==> src/rtl/freq_div_ctrl_pkg.sv <==
// Shared types and helpers for the programmable clock-divider controller.
package freq_div_pkg;

    typedef enum logic [1:0] {
        IDLE = 2'd0,
        RUN  = 2'd1,
        STOP = 2'd2
    } state_t;

    localparam int unsigned MIN_DIV = 2;

    // Number of whole cycles the divided output spends high for ratio n.
    function automatic int unsigned half(input int unsigned n);
        return n >> 1;
    endfunction

endpackage

==> src/rtl/freq_div_ctrl_half_cycle_ext.sv <==
// Stretches the posedge-generated high phase by half a cycle for odd ratios.
module half_cycle_ext (
    input  logic clk,
    input  logic rst_n,
    input  logic p_q,
    input  logic odd,
    output logic freq_out
);

    logic r_n;

    // Falling-edge copy of p_q; holds the output high through the first half
    // of the cycle after p_q drops.
    always_ff @(negedge clk or negedge rst_n) begin
        if (!rst_n) begin
            r_n <= 1'b0;
        end else begin
            r_n <= p_q;
        end
    end

    assign freq_out = p_q | (r_n & odd);

endmodule

==> src/rtl/freq_div_ctrl.sv <==
// Divide-by-N controller: run/stop sequencing, period counter, shadowed
// ratio reconfiguration and 50%-duty output generation.
module freq_div_ctrl
    import freq_div_pkg::*;
#(
    parameter int unsigned W           = 8,
    parameter int unsigned DEFAULT_DIV = 3
) (
    input  logic         clk,
    input  logic         rst_n,
    input  logic         en,
    input  logic         cfg_valid,
    input  logic [W-1:0] cfg_div,
    output logic         cfg_ready,
    output logic         cfg_err,
    output logic         freq_out,
    output logic         tick,
    output logic         running,
    output logic [W-1:0] cur_div
);

    state_t       r_state;
    state_t       w_state_d;
    logic [W-1:0] r_cnt;
    logic [W-1:0] w_cnt_d;
    logic [W-1:0] r_cur_div;
    logic [W-1:0] w_div_d;
    logic [W-1:0] r_shadow;
    logic         r_shadow_vld;
    logic         w_shadow_clr;
    logic         w_accept;
    logic         w_legal;
    logic         w_boundary;
    logic [W-1:0] w_half_d;
    logic         r_p;
    logic         r_tick;
    logic         r_running;
    logic         r_err;

    // Next state, count and ratio; a pending shadow ratio only takes effect
    // when leaving IDLE-time or at the end of a period.
    always_comb begin
        w_state_d    = r_state;
        w_cnt_d      = r_cnt;
        w_div_d      = r_cur_div;
        w_shadow_clr = 1'b0;
        w_accept     = cfg_valid && !r_shadow_vld;
        w_legal      = cfg_div >= W'(MIN_DIV);
        w_boundary   = (r_state != IDLE) && (r_cnt == r_cur_div - W'(1));
        unique case (r_state)
            IDLE: begin
                w_cnt_d = '0;
                if (r_shadow_vld) begin
                    w_div_d      = r_shadow;
                    w_shadow_clr = 1'b1;
                end
                if (en) begin
                    w_state_d = RUN;
                end
            end
            RUN, STOP: begin
                if (w_boundary) begin
                    w_cnt_d   = '0;
                    w_state_d = en ? RUN : IDLE;
                    if (r_shadow_vld) begin
                        w_div_d      = r_shadow;
                        w_shadow_clr = 1'b1;
                    end
                end else begin
                    w_cnt_d   = r_cnt + W'(1);
                    w_state_d = en ? RUN : STOP;
                end
            end
            default: begin
                w_state_d = IDLE;
                w_cnt_d   = '0;
            end
        endcase
        w_half_d = W'(half(32'(w_div_d)));
    end

    // Sequencer state plus outputs registered from the next-state values so
    // each output reflects the cycle it is observed in.
    always_ff @(posedge clk or negedge rst_n) begin
        if (!rst_n) begin
            r_state      <= IDLE;
            r_cnt        <= '0;
            r_cur_div    <= W'(DEFAULT_DIV);
            r_shadow     <= '0;
            r_shadow_vld <= 1'b0;
            r_p          <= 1'b0;
            r_tick       <= 1'b0;
            r_running    <= 1'b0;
            r_err        <= 1'b0;
        end else begin
            r_state   <= w_state_d;
            r_cnt     <= w_cnt_d;
            r_cur_div <= w_div_d;
            r_err     <= w_accept && !w_legal;
            if (w_shadow_clr) begin
                r_shadow_vld <= 1'b0;
            end else if (w_accept && w_legal) begin
                r_shadow_vld <= 1'b1;
                r_shadow     <= cfg_div;
            end
            r_running <= (w_state_d != IDLE);
            r_tick    <= (w_state_d != IDLE) && (w_cnt_d == w_div_d - W'(1));
            r_p       <= (w_state_d != IDLE) && (w_cnt_d < w_half_d);
        end
    end

    half_cycle_ext u_half_cycle_ext (
        .clk      (clk),
        .rst_n    (rst_n),
        .p_q      (r_p),
        .odd      (r_cur_div[0]),
        .freq_out (freq_out)
    );

    assign cfg_ready = !r_shadow_vld;
    assign cfg_err   = r_err;
    assign tick      = r_tick;
    assign running   = r_running;
    assign cur_div   = r_cur_div;

endmodule

==> config.mk <==
export PLATFORM = sky130hd
export DESIGN_NAME = freq_div_ctrl
export DESIGN_NICKNAME = d
export VERILOG_FILES = /design/src/rtl/freq_div_ctrl_pkg.sv /design/src/rtl/freq_div_ctrl_half_cycle_ext.sv /design/src/rtl/freq_div_ctrl.sv
export SDC_FILE = /design/constraint.sdc
export NUM_CORES = 1
export LEC_CHECK = 0
export ABC_AREA = 1
export BUFFER_PORTS_ARGS = -buffer_cell sky130_fd_sc_hd__buf_2
export CORE_MARGIN = 10
export CORE_UTILIZATION = 45
export DETAILED_ROUTE_END_ITERATION = 8
export PLACE_DENSITY_LB_ADDON = 0.08
export SLEW_MARGIN = 10
export SYNTH_ARGS = -nofsm -noshare
export SYNTH_HDL_FRONTEND = slang
export SYNTH_SLANG_ARGS = --single-unit
==> constraint.sdc <==
create_clock -name clk -period 5.65 [get_ports clk]
set_input_delay 0.8475 -clock clk [delete_from_list [all_inputs] [get_ports clk]]
set_output_delay 0.8475 -clock clk [all_outputs]
set_load 0.03 [all_outputs]
==> flow_summary.json <==
{
  "outcome": "finished clean",
  "grt_pass1_wl_mm": 10.49,
  "fill_cells": 550,
  "report.final.slew_viol_count": 0,
  "min_path_type": "flip-flop to flip-flop",
  "clk_pin_slew_ns": 0.06,
  "gp_congestion": 0.8466,
  "rrSetupSlack_ns": 2.09,
  "cts_tree": "done",
  "nNetsFinal": 401,
  "diodes": 0,
  "synthCells": 354,
  "avgViaCountPerCell": 4.851,
  "critical_path_arrival_ns": 3.78,
  "finClkSkew_ns": 0.007452,
  "rsz0062_at_grt": "false",
  "crit_path_end_kind": "output port",
  "die_h_um": 92.97,
  "synth_area_leaders": "dfrtp_1 30%, nand2_1 16%, inv_1 8.9%, nand3_1 6.5%, ha_1 5.7%",
  "hold_violations": 0,
  "htreeDepth": 2,
  "ctsResizeCount": 0,
  "detail_route.iter0.violations": 93,
  "die-area_um2": 8643,
  "clockBufferDepth": 2,
  "antenna_found_initial": 0,
  "setup_viol": 0,
  "drive_gt1_share_pct": 17.41,
  "gr-total-overflow": 0,
  "critPathLaunchType": "flip-flop",
  "synth_area_um2": 2396,
  "hold_buffers": 0,
  "first_global_vias": 2268,
  "syn_nets": 377,
  "crit_type": "flip-flop to output port",
  "syn_to_final_growth_pct": 11.38,
  "yosys.area.top_type_share_pct": 30.29,
  "drc": 0,
  "ys_warn_count": 0,
  "cp.required_ns": 4.80,
  "io_pins": 25,
  "tns_ns": 0,
  "cts-root-buf": "clkbuf_8",
  "synth-seq-cells": 32,
  "grt_max_degree": 32,
  "clkLatencyLatePin_ns": 0.29,
  "postRouteAntennaNets": 0,
  "firstDrtPassIters": 4,
  "start_util_pct": 46.62,
  "synth.yosys.seq_area_share_pct": 33.52,
  "dp_hpwl_mm": 4.660,
  "yosysTopAreaCell": "dfrtp_1",
  "grt_usage_pct": 14.89,
  "synth_area_per_cell_um2": 6.768,
  "crit_fanout": 1,
  "clock_sinks": 32,
  "dr_total_vias": 2178,
  "routedWlPerCell_um": 12.96,
  "tightest_slew_ns": 0.6191,
  "drv_cap": 0,
  "post_cts_buffers": 0,
  "rows": 26,
  "numCtsBuffers": 5,
  "core-area_um2": 5140,
  "port_buffers": 24,
  "die_w_um": 92.97,
  "maxSlewHeadroom_pct": 58.73,
  "synthDistinctLibCells": 36,
  "postRouteWirelength_mm": 5.820
}
[stage by stage]
step | hold WS (ns) | utilization [%] | setup WS, ns | instance area, µm² | std cells
2_1_floorplan | 0.4479 | - | 1.352 | 2396 | 354
3_3_place_gp | 0.4687 | 49.98 | 1.329 | 2569 | 441
3_5_place_dp | 0.4745 | 49.98 | 1.319 | 2569 | 441
4_1_cts | 0.4908 | 51.92 | 1.002 | 2669 | 449
5_1_grt | 0.5071 | 51.92 | 0.9737 | 2669 | 449
6_report | 0.4824 | 51.92 | 1.021 | 2669 | 449
[cell families (layout without fill, tap and decap cells)]
kind of cell	count (synthesis)	in the layout	synth area share (%)
adders and majority gates	11	11	5.744
AOI/OAI and AO/OA	38	38	9.191
muxes	5	5	2.350
and+or+nand+nor	190	190	34.78
xor gates and xnor gates	8	8	2.924
DFF	32	32	33.52
buffers and inverters	70	95	11.49
[cell usage in the layout, fill, tap and decap left out, types with 2 or more instances in the layout]
cell type and instances:
nand4_1 3, mux2_2 5, nor2_1 31, a21oi_1 11, nand3_1 31, inv_2 5
xor2_1 5, dfstp_2 2, ha_1 11, inv_1 57, xnor2_1 3, o21ai_2 3
dfrtp_1 29, nor3_1 3, nand2_1 103, nand2_2 7, o21ai_0 13, o21ai_1 6
nor2_2 4, nand3_2 3, buf_2 24, clkbuf_8 7
[worst paths after layout]
path,from,endpoint,cells past startpoint
setup / recovery,u_half_cycle_ext.r_n$_DFF_NN0_,freq_out,2
hold / removal,r_shadow[3]$_DFFE_PN0P_,r_shadow[3]$_DFFE_PN0P_,2
setup reg to reg,cur_div[0]$_DFF_PN1_,tick$_DFF_PN0_,26
hold reg to reg,r_shadow[3]$_DFFE_PN0P_,r_shadow[3]$_DFFE_PN0P_,2
max in group asynchronous,rst_n,u_half_cycle_ext.r_n$_DFF_NN0_,1
min in group asynchronous,rst_n,r_cnt[1]$_DFF_PN0_,2
[routing by layer]
layer | vias to the layer above | global-route usage, % | part of all wire [%]
li1 | 1154 | - | -
met1 | 981 | 17.95 | 46
met2 | 33 | 24.82 | 47
met3 | 10 | 3.837 | 4.2
met4 | 0 | 5.784 | 2.1
met5 | - | 0 | 0
[worst max-delay path: stages, from the launching register on]
cell and delay [ns]:
dfrtn_1 0.38, a21o_1 0.10, buf_2 0.18
[flip-flops by register name (all words and copies together) (netlist names)]
signal                count
r_state                   2
running                   1
r_cnt                     8
r_p                       1
tick                      1
r_shadow_vld              1
u_half_cycle_ext.r_n      1
r_shadow                  8
cfg_err                   1
cur_div                   8
[Yosys cell counts (all sizes together)]
| master | count |
|---|---|
| nor3 | 3 |
| nor4 | 1 |
| nand2 | 111 |
| nor2 | 36 |
| o211ai | 1 |
| mux2 | 5 |
| a21oi | 12 |
| nand3b | 1 |
| or2 | 1 |
| inv | 62 |
| a211oi | 1 |
| xor2 | 5 |
| o21ai | 22 |
| a22oi | 1 |
| clkbuf | 4 |
| a21o | 1 |
| nand4 | 3 |
| buf | 4 |
| dfrtp | 29 |
| dfrtn | 1 |
| ha | 11 |
| dfstp | 2 |
| xnor2 | 3 |
| nand3 | 34 |
[cell type report]
type / count / area, µm² / share of cell area, %
clock buffer: 8 / 100.1 / 3.751
tap: 70 / 87.58 / 3.282
inverter: 62 / 232.7 / 8.720
sequential: 32 / 803.3 / 30.10
timing repair buffer: 25 / 127.6 / 4.782
multi-input combinational: 252 / 1318 / 49.37
Power is not shown: default switching activity piles up to over one toggle a cycle in this logic, so the estimate is an artifact.
